File: src/rtl/result_argmax_if.sv
// Result-argmax handshake bundle: packed score lanes in, winning class/score out.
interface result_argmax_if #(
  parameter int unsigned NUM_CLASS = 10,
  parameter int unsigned DW        = 32
);
  logic [NUM_CLASS*DW-1:0] din_i;
  logic                    wr_en_i;
  logic                    ready_i;
  logic [3:0]              class_o;
  logic [DW-1:0]           score_o;
  logic                    valid_o;
  logic                    busy_o;
  logic                    drop_o;

  modport master (
    output din_i, wr_en_i, ready_i,
    input  class_o, score_o, valid_o, busy_o, drop_o
  );

  modport slave (
    input  din_i, wr_en_i, ready_i,
    output class_o, score_o, valid_o, busy_o, drop_o
  );
endinterface

File: src/rtl/result_argmax.sv
// Sequential signed argmax over NUM_CLASS score lanes, one compare per cycle,
// with a valid/ready result handshake and a sticky dropped-strobe flag.
module result_argmax #(
  parameter int unsigned NUM_CLASS = 10,
  parameter int unsigned DW        = 32
) (
  input logic              clk_i,
  input logic              rst_i,
  result_argmax_if.slave   bus
);
  localparam int unsigned IW = 4;

  typedef enum logic [1:0] {IDLE, SCAN, DONE} state_e;

  state_e               state_q;
  logic signed [DW-1:0] buf_q [NUM_CLASS];
  logic signed [DW-1:0] best_q, best_d;
  logic [IW-1:0]        best_idx_q, best_idx_d;
  logic [IW-1:0]        idx_q;
  logic [IW-1:0]        class_q;
  logic [DW-1:0]        score_q;
  logic                 valid_q;
  logic                 busy_q;
  logic                 drop_q;

  // Strict greater-than keeps the lower index on ties.
  always_comb begin
    best_d     = best_q;
    best_idx_d = best_idx_q;
    if (buf_q[idx_q] > best_q) begin
      best_d     = buf_q[idx_q];
      best_idx_d = idx_q;
    end
  end

  always_ff @(posedge clk_i) begin
    if (rst_i) begin
      state_q    <= IDLE;
      best_q     <= '0;
      best_idx_q <= '0;
      idx_q      <= '0;
      class_q    <= '0;
      score_q    <= '0;
      valid_q    <= 1'b0;
      busy_q     <= 1'b0;
      drop_q     <= 1'b0;
    end else begin
      case (state_q)
        IDLE: begin
          if (bus.wr_en_i) begin
            for (int unsigned k = 0; k < NUM_CLASS; k++) begin
              buf_q[k] <= bus.din_i[DW*k +: DW];
            end
            best_q     <= bus.din_i[DW-1:0];
            best_idx_q <= '0;
            idx_q      <= IW'(1);
            busy_q     <= 1'b1;
            state_q    <= SCAN;
          end
        end
        SCAN: begin
          if (bus.wr_en_i) drop_q <= 1'b1;
          best_q     <= best_d;
          best_idx_q <= best_idx_d;
          idx_q      <= idx_q + IW'(1);
          if (idx_q == IW'(NUM_CLASS-1)) begin
            class_q <= best_idx_d;
            score_q <= best_d;
            valid_q <= 1'b1;
            state_q <= DONE;
          end
        end
        DONE: begin
          if (bus.wr_en_i) drop_q <= 1'b1;
          if (bus.ready_i) begin
            valid_q <= 1'b0;
            busy_q  <= 1'b0;
            state_q <= IDLE;
          end
        end
        default: state_q <= IDLE;
      endcase
    end
  end

  assign bus.class_o = class_q;
  assign bus.score_o = score_q;
  assign bus.valid_o = valid_q;
  assign bus.busy_o  = busy_q;
  assign bus.drop_o  = drop_q;
endmodule
File: src/flat_wrapper.sv
// flat-port wrapper written by rule: the top's interface ports become plain ports
module result_argmax_flat 
#(
  parameter int unsigned NUM_CLASS = 10,
  parameter int unsigned DW        = 32
)
  (clk_i, rst_i, bus_din_i, bus_wr_en_i, bus_ready_i, bus_class_o, bus_score_o, bus_valid_o, bus_busy_o, bus_drop_o);
  result_argmax_if #(.NUM_CLASS(NUM_CLASS), .DW(DW)) bus_i ();
  input logic clk_i;
  input logic rst_i;
  input wire logic [$bits(bus_i.din_i)-1:0] bus_din_i;
  input wire logic [$bits(bus_i.wr_en_i)-1:0] bus_wr_en_i;
  input wire logic [$bits(bus_i.ready_i)-1:0] bus_ready_i;
  output wire logic [$bits(bus_i.class_o)-1:0] bus_class_o;
  output wire logic [$bits(bus_i.score_o)-1:0] bus_score_o;
  output wire logic [$bits(bus_i.valid_o)-1:0] bus_valid_o;
  output wire logic [$bits(bus_i.busy_o)-1:0] bus_busy_o;
  output wire logic [$bits(bus_i.drop_o)-1:0] bus_drop_o;
  assign bus_i.din_i = bus_din_i;
  assign bus_i.wr_en_i = bus_wr_en_i;
  assign bus_i.ready_i = bus_ready_i;
  assign bus_class_o = bus_i.class_o;
  assign bus_score_o = bus_i.score_o;
  assign bus_valid_o = bus_i.valid_o;
  assign bus_busy_o = bus_i.busy_o;
  assign bus_drop_o = bus_i.drop_o;
  result_argmax #(.NUM_CLASS(NUM_CLASS), .DW(DW)) u_core (.clk_i(clk_i), .rst_i(rst_i), .bus(bus_i));
endmodule
File: config.mk
export PLATFORM = sky130hd
export DESIGN_NAME = result_argmax_flat
export DESIGN_NICKNAME = d
export VERILOG_FILES = /design/src/rtl/result_argmax_if.sv /design/src/rtl/result_argmax.sv /design/src/flat_wrapper.sv
export SDC_FILE = /design/constraint.sdc
export NUM_CORES = 1
export LEC_CHECK = 0
export CAP_MARGIN = 20
export CORE_UTILIZATION = 25
export CTS_CLUSTER_SIZE = 16
export DETAILED_ROUTE_END_ITERATION = 6
export PLACE_DENSITY_LB_ADDON = 0.3
export SYNTH_ARGS = -nofsm -noshare
export SYNTH_HDL_FRONTEND = slang
export SYNTH_SLANG_ARGS = --single-unit
File: constraint.sdc
create_clock -name clk_i -period 42.1 [get_ports clk_i]
set_clock_uncertainty 0.2 [all_clocks]
set_input_delay 8.42 -clock clk_i [delete_from_list [all_inputs] [get_ports clk_i]]
set_output_delay 8.42 -clock clk_i [all_outputs]
set_load 0.02 [all_outputs]
==> flow_metrics.py, run 1 <==
metrics = {
    "global_route": {
        "gr-usage-all-layers_pct": 14.2,
        "grt_antenna_before_repair": 2,
        "grt_pass1_wl_um": 75700,
        "grtUsageMet1_pct": 18.1,
        "overflow": 0,
        "grt_pass1_vias": 12000,
        "grt_max_degree": 200,
        "grt.busiest_layer": "met2",
        "grtUsageMet3_pct": 3.45,
        "met2_usage_pct": 24.1,
    },
    "route": {
        "post-route-drc-count": 0,
        "dr.pass1.iters": 5,
        "vias_per_cell": 4.57,
        "wl_per_cell_um": 20.1,
        "antenna_left": 0,
        "routed-via-count": 11500,
        "drtIter0Drc": 749,
        "finalWirelength_um": 50500,
    },
    "layout": {
        "final_cells": 2510,
        "nNetsFinal": 1903,
        "drive_above_1_share_pct": 12.2,
        "fill_cells": 6753,
        "diodes": 0,
        "layout_common_cells": "clkdlybuf4s50_1, edfxtp_1, dfxtp_1",
        "mostFrequentLayoutCell": "clkdlybuf4s50_1",
        "area_growth_pct": 34.8,
    },
    "clock_network": {
        "cts_buffer_depth": 3,
        "clk_pin_slew_worst_paths_ns": 0.06,
        "cts_hold_buf": 0,
        "cts_buffers": 48,
        "clock-sinks": 405,
        "cts.repair.resized": 0,
        "h-tree-depth": 2,
        "cts-root-buf": "clkbuf_16",
        "cts_tree": "yes",
        "clk_latency_ns": 0.59,
        "cts_setup_buffers": 0,
    },
    "timing": {
        "fin_crit_sh_pct": 27.6,
        "setup_violations": 0,
        "grt_setup_unrepaired": "no",
        "fmax_mhz": 86.1,
        "tightest_slew_ns": 1.44,
        "period_needed_ns": 11.62,
        "slew_headroom_pct": 3.81,
        "setup_tns_ns": 0,
        "finalHoldViolCount": 0,
        "final-max-slew-violation-count": 0,
    },
    "synthesis": {
        "synth_area_um2": 17400,
        "synth-seq-cells": 405,
        "yosys-top-cells-area": "edfxtp_1, dfxtp_1, mux4_2",
        "yosysSeqAreaShare_pct": 65.2,
        "synth_warnings": 0,
        "syn_area_per_cell_um2": 14.4,
        "syn-num-nets": 1568,
        "yosysTopAreaCellShare_pct": 55.4,
        "synth_area_leader_cell": "edfxtp_1",
        "syn_inst": 1207,
        "synth_cell_types": 43,
    },
    "placed_design": {
        "finalWeightedCongestion": 0.765,
        "dp.cells": 2423,
        "dp_hpwl_um": 33600,
        "io_buffer_count": 362,
    },
    "die": {
        "start_util_pct": 25.3,
        "die_y_um": 266,
        "die_w_um": 266,
        "coreArea_um2": 68700,
        "ios": 363,
        "rows": 96,
        "die_area_um2": 70500,
    },
    "power": {
        "power_density_nw_per_um2": 51.4,
        "irDropWorstVdd_uv": 28.6,
        "cellLeakagePower_nw": 7.54,
    },
    "setup_path": {
        "crit_required_ns": 42.08,
        "worst_setup_path_start_kind": "input port",
        "ff2ff_path_depth": 14,
        "critPathMaxStageDelay_ns": 0.85,
        "regToRegEndpoint": "u_core.best_idx_q[3]",
        "path_class": "in2reg",
        "crit_path_frequent_cell": "buf_4",
        "crit_arrival_ns": 11.60,
        "critical_path.max_fanout": 80,
        "ff2ff_setup_slack_ns": 35.93,
        "crit_path_end_kind": "flip-flop",
        "crit_chain": "clkdlybuf4s50_1 -> nand2_2 -> nor2_4 -> buf_4 -> buf_4",
        "slowest_stage": "buf_4",
    },
    "status": {
        "status": "completed",
    },
    "run": {
        "drv_cap": 0,
    },
    "hold_path": {
        "min_to": "u_core.bus.class_o[2]",
        "holdPathStages": 2,
        "hp-class": "reg2reg",
        "hp-start": "u_core.bus.class_o[2]",
    },
}
-- power by group --
part | internal (W) | total [W] | switching (W)
registers | 0.000480 | 0.000504 | 0.0000247
clock network | 0.000228 | 0.000398 | 0.000169
logic | 0.000124 | 0.000301 | 0.000177
-- worst max-delay path, delay by kind of cell --
kind	cells	cell delay (ns)
buffers and inverters	3	2.07
AND/OR/NAND/NOR	2	1.00
-- per-stage QoR --
step	area, um2	total power [W]	util, %	hold slack, ns	setup WS, ns
2_1_floorplan	17400	0.000728	-	0.287	18.56
3_3_place_gp	21900	0.000814	31.9	0.255	29.96
3_5_place_dp	21900	0.000820	31.9	0.264	29.85
4_1_cts	23400	0.00123	34.1	0.270	30.47
5_1_grt	23400	0.00127	34.1	0.293	30.26
6_report	23400	0.00120	34.1	0.264	30.48
-- synth_stat cells (all sizes together) --
| master | number |
|---|---|
| o221ai | 36 |
| nand2 | 76 |
| edfxtp | 320 |
| a22oi | 1 |
| a211oi | 4 |
| nor2 | 75 |
| nand4 | 73 |
| o311ai | 1 |
| mux2 | 32 |
| a2111o | 1 |
| nand2b | 2 |
| and2 | 1 |
| a221oi | 1 |
| o211ai | 3 |
| a21oi | 57 |
| mux4 | 64 |
| a21o | 7 |
| clkbuf | 58 |
| mux2i | 32 |
| dfxtp | 85 |
| inv | 71 |
| o311a | 32 |
| nor3b | 32 |
| o21ai | 39 |
| or4 | 1 |
| nand3b | 8 |
| a311oi | 2 |
| nand4b | 2 |
| buf | 33 |
| nand3 | 6 |
| xor2 | 1 |
| nor3 | 9 |
| a32oi | 1 |
| o21bai | 2 |
| nor2b | 2 |
| ha | 37 |
-- layer usage --
metal	vias up	part of all wire, %
met4	4	2.0
met2	300	49
met1	5702	43
met3	76	5.8
met5	-	0.040
li1	5379	-
-- cells by family (layout without fill, tap and decap cells) --
| family | count (synthesis) | in the layout | synth area share (%) |
|---|---|---|---|
| xor gates and xnor gates | 1 | 1 | 0.0505 |
| adders and majority gates | 37 | 37 | 2.67 |
| and+or+nand+nor | 287 | 287 | 8.45 |
| DFF | 405 | 405 | 65.2 |
| muxes | 128 | 128 | 12.2 |
| buffers and inverters | 162 | 534 | 3.94 |
| AOI/OAI and AO/OA | 187 | 187 | 7.50 |
-- sequential cells by signal (all words and copies together) (netlist names), named ones only --
signal / count
u_core.best_idx_q: 4
u_core.idx_q: 4
u_core.bus.drop_o: 1
u_core.bus.busy_o: 1
u_core.best_q: 32
u_core.state_q: 2
u_core.bus.class_o: 4
u_core.buf_q: 320
u_core.bus.score_o: 32
u_core.bus.valid_o: 1
-- layout make-up --
cell class / instances / area (um2) / area share, %
Clock inverter: 22 / 161 / 0.690
Tap cell: 931 / 1160 / 4.98
Sequential cell: 405 / 11300 / 48.4
Clock buffer: 65 / 1330 / 5.68
Timing Repair Buffer: 376 / 3740 / 16.0
Multi-Input combinational cell: 640 / 5420 / 23.2
Inverter: 71 / 267 / 1.14
-- worst max path at each step --
| stage | start | endpoint | slack (ns) | cells after the start |
|---|---|---|---|---|
| 6_report | bus_wr_en_i | u_core.buf_q[2][21] | 30.48 | 5 |
| 5_1_grt | bus_wr_en_i | u_core.buf_q[4][21] | 30.26 | 5 |
| 4_1_cts | bus_wr_en_i | u_core.buf_q[6][21] | 30.47 | 5 |
| 3_5_place_dp | bus_wr_en_i | u_core.buf_q[1][20] | 29.85 | 5 |
| 3_3_place_gp | bus_wr_en_i | u_core.buf_q[1][20] | 29.96 | 5 |
| 2_1_floorplan | bus_wr_en_i | u_core.buf_q[0][0] | 18.56 | 4 |
Power figures use the tool's default switching activity.
==> run 2, diff against run 1 <==
==> constraint.sdc (replaced) <==
create_clock -name clk_i -period 11.7 [get_ports clk_i]
set_clock_uncertainty 0.2 [all_clocks]
set_input_delay 2.34 -clock clk_i [delete_from_list [all_inputs] [get_ports clk_i]]
set_output_delay 2.34 -clock clk_i [all_outputs]
set_load 0.02 [all_outputs]
==> run 2 against run 1 <==
  * Die area is the same
  * Register-to-register slack lost 30 ns
  * Sequential power grew to 3.6 times the previous value
  * Global-route usage shrank 0.20 points
  * Combinational power grew to 3.5 times the previous value
  * Sequential cell count is the same
  * Total power grew to 3.7 times the previous value
  * Critical path depth grew 9
==> flow_metrics.py, run 2 (same netlist as run 1, synthesis figures left out) <==
metrics = {
    "clock_network": {
        "cts-root-buf": "clkbuf_16",
        "cts.repair.resized": 0,
        "cts_buffer_depth": 3,
        "cts_buffers": 49,
        "clk_latency_ns": 0.59,
        "clk_pin_slew_worst_paths_ns": 0.06,
        "h-tree-depth": 2,
        "cts_hold_buf": 0,
        "cts_tree": "yes",
        "clock-sinks": 405,
        "cts_setup_buffers": 0,
    },
    "setup_path": {
        "crit_path_end_kind": "flip-flop",
        "ff2ff_path_depth": 14,
        "crit_required_ns": 11.99,
        "critical_path.max_fanout": 69,
        "crit_path_frequent_cell": "o21ai_0",
        "path_class": "reg2reg",
        "ff2ff_setup_slack_ns": 5.69,
        "worst_setup_path_start_kind": "flip-flop",
        "crit_arrival_ns": 6.30,
        "crit_chain": "buf_12 -> mux4_2 -> mux2_2 -> o21ai_0 -> inv_1 -> ha_1 -> a21oi_1 -> o21ai_0 -> a221oi_1 -> nor2_1 -> a21oi_4 -> buf_4 -> nand3_1 -> o221ai_1",
        "critPathMaxStageDelay_ns": 0.90,
        "regToRegEndpoint": "u_core.best_idx_q[2]",
        "critPathCapture": "u_core.best_idx_q[2]",
        "slowest_stage": "dfxtp_4",
    },
    "power": {
        "cellLeakagePower_nw": 7.61,
        "irDropWorstVdd_uv": 149,
        "power_density_nw_per_um2": 188,
        "total_power_w": 0.00443,
        "power_frac_clock_pct": 34.8,
        "internal-power_w": 0.00310,
        "p_comb_share_pct": 24.0,
        "p_seq_share_pct": 41.2,
        "netSwitchingFraction_pct": 30.0,
        "power.net_switching_w": 0.00133,
    },
    "global_route": {
        "grt_pass1_vias": 11800,
        "overflow": 0,
        "grt_antenna_before_repair": 1,
        "gr-usage-all-layers_pct": 14.0,
        "grt_max_degree": 162,
        "grt_pass1_wl_um": 74200,
    },
    "layout": {
        "nNetsFinal": 1904,
        "area_growth_pct": 35.7,
        "drive_above_1_share_pct": 12.5,
        "diodes": 0,
        "mostFrequentLayoutCell": "clkdlybuf4s50_1",
        "largest_reg_flops": 320,
        "fill_cells": 6706,
        "regMostFlops": "u_core.buf_q",
        "layout_common_cells": "clkdlybuf4s50_1, edfxtp_1, dfxtp_1",
    },
    "die": {
        "die_area_um2": 70500,
        "rows": 96,
        "coreArea_um2": 68700,
        "start_util_pct": 25.3,
        "die_w_um": 266,
        "die_y_um": 266,
        "ios": 363,
    },
    "route": {
        "dr.pass1.iters": 5,
        "antenna_left": 0,
        "finalWirelength_um": 50200,
        "wl_per_cell_um": 20.0,
        "vias_per_cell": 4.58,
        "post-route-drc-count": 0,
        "routed-via-count": 11500,
        "drtIter0Drc": 904,
    },
    "status": {
        "status": "completed",
    },
    "timing": {
        "final-max-slew-violation-count": 0,
        "slew_headroom_pct": 21.0,
        "fin_crit_sh_pct": 51.4,
        "setup_tns_ns": 0,
        "setup_violations": 0,
        "finalHoldViolCount": 0,
        "grt_setup_unrepaired": "no",
        "tightest_slew_ns": 1.19,
        "period_needed_ns": 6.01,
        "fmax_mhz": 166,
    },
    "run": {
        "drv_cap": 0,
    },
    "placed_design": {
        "dp_hpwl_um": 34100,
        "finalWeightedCongestion": 0.763,
        "io_buffer_count": 362,
    },
    "hold_path": {
        "holdPathStages": 2,
        "hp-class": "reg2reg",
    },
}
run 2: cell types whose count changed in the layout (fill, tap and decap cells not counted), moves of 3 or more:
cell	before	now
clkinv_1	6	9
clkbuf_8	0	3
bufinv_16	1	5
clkbuf_1	14	9
run 2: critical path: cells and delay by family (launching register included):
family / cells / cell delay [ns]
AOI/OAI and AO/OA: 6 / 1.67
buffers and inverters: 3 / 1.17
DFF: 1 / 0.90
muxes: 2 / 0.85
and+or+nand+nor: 2 / 0.57
adders and majority gates: 1 / 0.32
run 2: per-stage QoR:
stage | hold slack, ns | worst slack [ns] | util (%) | cell area [um2] | cells
2_1_floorplan | 0.287 | 3.29 | - | 17400 | 1207
3_3_place_gp | 0.249 | 5.05 | 31.9 | 21900 | 2423
3_5_place_dp | 0.251 | 4.97 | 31.9 | 21900 | 2423
4_1_cts | 0.260 | 5.59 | 34.3 | 23600 | 2513
5_1_grt | 0.269 | 5.20 | 34.3 | 23600 | 2513
6_report | 0.257 | 5.69 | 34.3 | 23600 | 2513
run 2: worst min-delay path by stage:
stage | end | start
6_report | u_core.bus.class_o[2] | u_core.bus.class_o[2]
5_1_grt | u_core.bus.class_o[2] | u_core.bus.class_o[2]
4_1_cts | u_core.bus.class_o[2] | u_core.bus.class_o[2]
3_5_place_dp | u_core.bus.class_o[2] | u_core.bus.class_o[2]
3_3_place_gp | u_core.bus.class_o[2] | u_core.bus.class_o[2]
2_1_floorplan | u_core.best_idx_q[2] | u_core.best_idx_q[2]
run 2: power by group through the flow:
stage,combinational (W),clock [W],sequential [W]
after floorplan,0.000759,0,0.00181
after global placement,0.00108,0,0.00185
after detailed placement,0.00108,0,0.00186
after CTS,0.00109,0.00159,0.00183
after global routing,0.00118,0.00165,0.00185
final,0.00106,0.00154,0.00183
run 2: final cells by class:
type | count | area (um2) | share of cell area, %
Sequential cell | 405 | 11300 | 48.1
Multi-Input combinational cell | 640 | 5420 | 23.0
Timing Repair Buffer | 376 | 3750 | 15.9
Clock buffer | 63 | 1350 | 5.74
Tap cell | 931 | 1160 | 4.95
Clock inverter | 27 | 279 | 1.18
Inverter | 71 | 267 | 1.13
run 2: routing by layer:
metal / routed length (um) / track usage (%)
met1: 21200 / 17.9
met2: 24400 / 23.2
met3: 3540 / 3.75
met4: 1030 / 4.11
met5: 0 / 0
==> run 3, diff against run 2 <==
==> constraint.sdc (replaced) <==
create_clock -name clk_i -period 5.1 [get_ports clk_i]
set_clock_uncertainty 0.2 [all_clocks]
set_input_delay 1.02 -clock clk_i [delete_from_list [all_inputs] [get_ports clk_i]]
set_output_delay 1.02 -clock clk_i [all_outputs]
set_load 0.02 [all_outputs]
==> run 3 against run 2 <==
  * Register-to-register slack lost 5.3 ns
  * Clock-buffer cell count shrank 5
  * Setup slack lost 5.3 ns
  * Hold slack is essentially flat
  * Utilization grew 0.13 points
  * Largest cell class unchanged
  * Largest power group unchanged
==> flow_metrics.py, run 3 (same netlist as run 1, synthesis figures left out) <==
metrics = {
    "timing": {
        "tightest_slew_ns": 0.887,
        "finalHoldViolCount": 0,
        "timing.hold.ws_ns": 0.257,
        "period_needed_ns": 4.69,
        "fin_crit_sh_pct": 92.0,
        "fmax_mhz": 213,
        "final-max-slew-violation-count": 0,
        "slew_headroom_pct": 40.9,
        "finalWorstSetupSlack_ns": 0.410,
        "setup_tns_ns": 0,
        "grt_setup_unrepaired": "no",
        "setup_violations": 0,
    },
    "power": {
        "cellLeakagePower_nw": 7.66,
        "power_density_nw_per_um2": 423,
        "irDropWorstVdd_uv": 221,
    },
    "die": {
        "ios": 363,
        "coreArea_um2": 68700,
        "start_util_pct": 25.3,
        "die_y_um": 266,
        "rows": 96,
        "die_w_um": 266,
        "die_area_um2": 70500,
    },
    "setup_path": {
        "path_class": "reg2reg",
        "worst_setup_path_start_kind": "flip-flop",
        "crit_path_end_kind": "flip-flop",
        "cp.depth": 14,
        "critical_path.max_fanout": 69,
        "crit_chain": "buf_12 -> mux4_2 -> mux2_2 -> o21ai_0 -> inv_1 -> ha_1 -> nand4_1 -> nor3_1 -> a221oi_1 -> nor2_1 -> a21oi_4 -> buf_4 -> nand3_1 -> o221ai_1",
        "critical_path.top_delay_family": "compound AO/OA/AOI/OAI gates",
        "crit_arrival_ns": 4.99,
        "ff2ff_path_depth": 14,
        "critPathMaxStageDelay_ns": 0.61,
        "crit_required_ns": 5.40,
        "slowest_stage": "buf_4",
        "critPathBufInv": 3,
    },
    "placed_design": {
        "place_ws_ns": 0.394,
        "dpl_cell_area_um2": 22200,
        "io_buffer_count": 362,
        "dp_hpwl_um": 35600,
        "dp.cells": 2438,
        "finalWeightedCongestion": 0.755,
    },
    "clock_network": {
        "h-tree-depth": 2,
        "cts_tree": "yes",
        "cts_setup_buffers": 0,
        "cts-root-buf": "clkbuf_16",
        "cts_hold_buf": 0,
        "cts.repair.resized": 0,
        "cts_buffer_depth": 3,
        "clk_pin_slew_worst_paths_ns": 0.06,
        "clk_latency_ns": 0.59,
        "clock-sinks": 405,
        "cts_buffers": 48,
    },
    "run": {
        "drv_cap": 0,
    },
    "layout": {
        "drive_above_1_share_pct": 13.1,
        "regMostFlops": "u_core.buf_q",
        "layout_common_cells": "clkdlybuf4s50_1, edfxtp_1, dfxtp_1",
        "area_growth_pct": 36.2,
        "largest_reg_flops": 320,
        "final_cells": 2528,
        "seqCellArea_um2": 11300,
        "multi_input_area_um2": 5420,
        "nNetsFinal": 1918,
        "stdcell_area_um2": 23600,
        "mostFrequentLayoutCell": "clkdlybuf4s50_1",
        "fill_cells": 6675,
    },
    "hold_path": {
        "hp-class": "reg2reg",
        "holdPathStages": 2,
    },
    "global_route": {
        "grt_pass1_wl_um": 76100,
        "grt_pass1_vias": 12200,
        "gr-usage-all-layers_pct": 14.4,
        "grt_max_degree": 145,
        "grt_antenna_before_repair": 2,
        "overflow": 0,
    },
    "route": {
        "antenna_left": 0,
        "wl_per_cell_um": 20.4,
        "dr.pass1.iters": 5,
        "vias_per_cell": 4.56,
        "finalWirelength_um": 51600,
        "drtIter0Drc": 732,
        "post-route-drc-count": 0,
        "routed-via-count": 11500,
    },
    "status": {
        "status": "completed",
    },
}
[run 3: changes by cell type in the layout (fill, tap and decap cells not counted), moves of 2 or more]
cell,delta
clkinv_1,+3
clkinv_2,+7
clkinvlp_4,-2
buf_12,+10
diode_2,+2
clkbuf_8,-3
buf_4,+5
inv_6,-3
bufinv_16,-4
[run 3: power breakdown]
| part | switching [W] | leakage, nW | internal [W] |
|---|---|---|---|
| combinational | 0.00150 | 3.28 | 0.00114 |
| sequential | 0.000167 | 3.66 | 0.00396 |
| clock | 0.00139 | 0.727 | 0.00184 |
| total | 0.00306 | 7.66 | 0.00694 |
[run 3: worst reg2reg max path, delay by kind of cell, from the launching register on]
kind	cells	cell delay, ns
adder cells (fa/ha/maj)	1	0.31
buffers and inverters	3	1.01
AND/OR/NAND/NOR	4	0.66
multiplexers	2	0.88
AO/OA/AOI/OAI	4	1.15
flip-flops	1	0.41
[run 3: layer usage]
metal / share of wire [%] / wire (um) / GRT usage [%]
met1: 43 / 22000 / 18.4
met2: 49 / 25200 / 24.2
met3: 6.0 / 3120 / 3.48
met4: 2.4 / 1220 / 4.26
met5: 0 / 0 / 0
[run 3: path summary, 6_finish.rpt]
kind / to / from / slack (ns)
max: u_core.best_idx_q[2] / flip-flop / 0.41
min: u_core.bus.class_o[2] / u_core.bus.class_o[2] / 0.26
max reg2reg: u_core.best_idx_q[2] / flip-flop / 0.41
min reg2reg: u_core.bus.class_o[2] / u_core.bus.class_o[2] / 0.26
[run 3: per-stage QoR]
step / total power, W / util, %
floorplan: 0.00591 / -
global placement: 0.00683 / 32.3
detailed placement: 0.00687 / 32.3
CTS: 0.0101 / 34.4
global route: 0.0105 / 34.4
finish: 0.00999 / 34.4
[run 3: cell type report]
type                            count  area share, %
Multi-Input combinational cell    640           22.9
Timing Repair Buffer              391           16.9
Clock inverter                     30          0.810
Inverter                           71           1.13
Antenna cell                        2         0.0212
Clock buffer                       58           5.42
Sequential cell                   405           47.9
Tap cell                          931           4.93
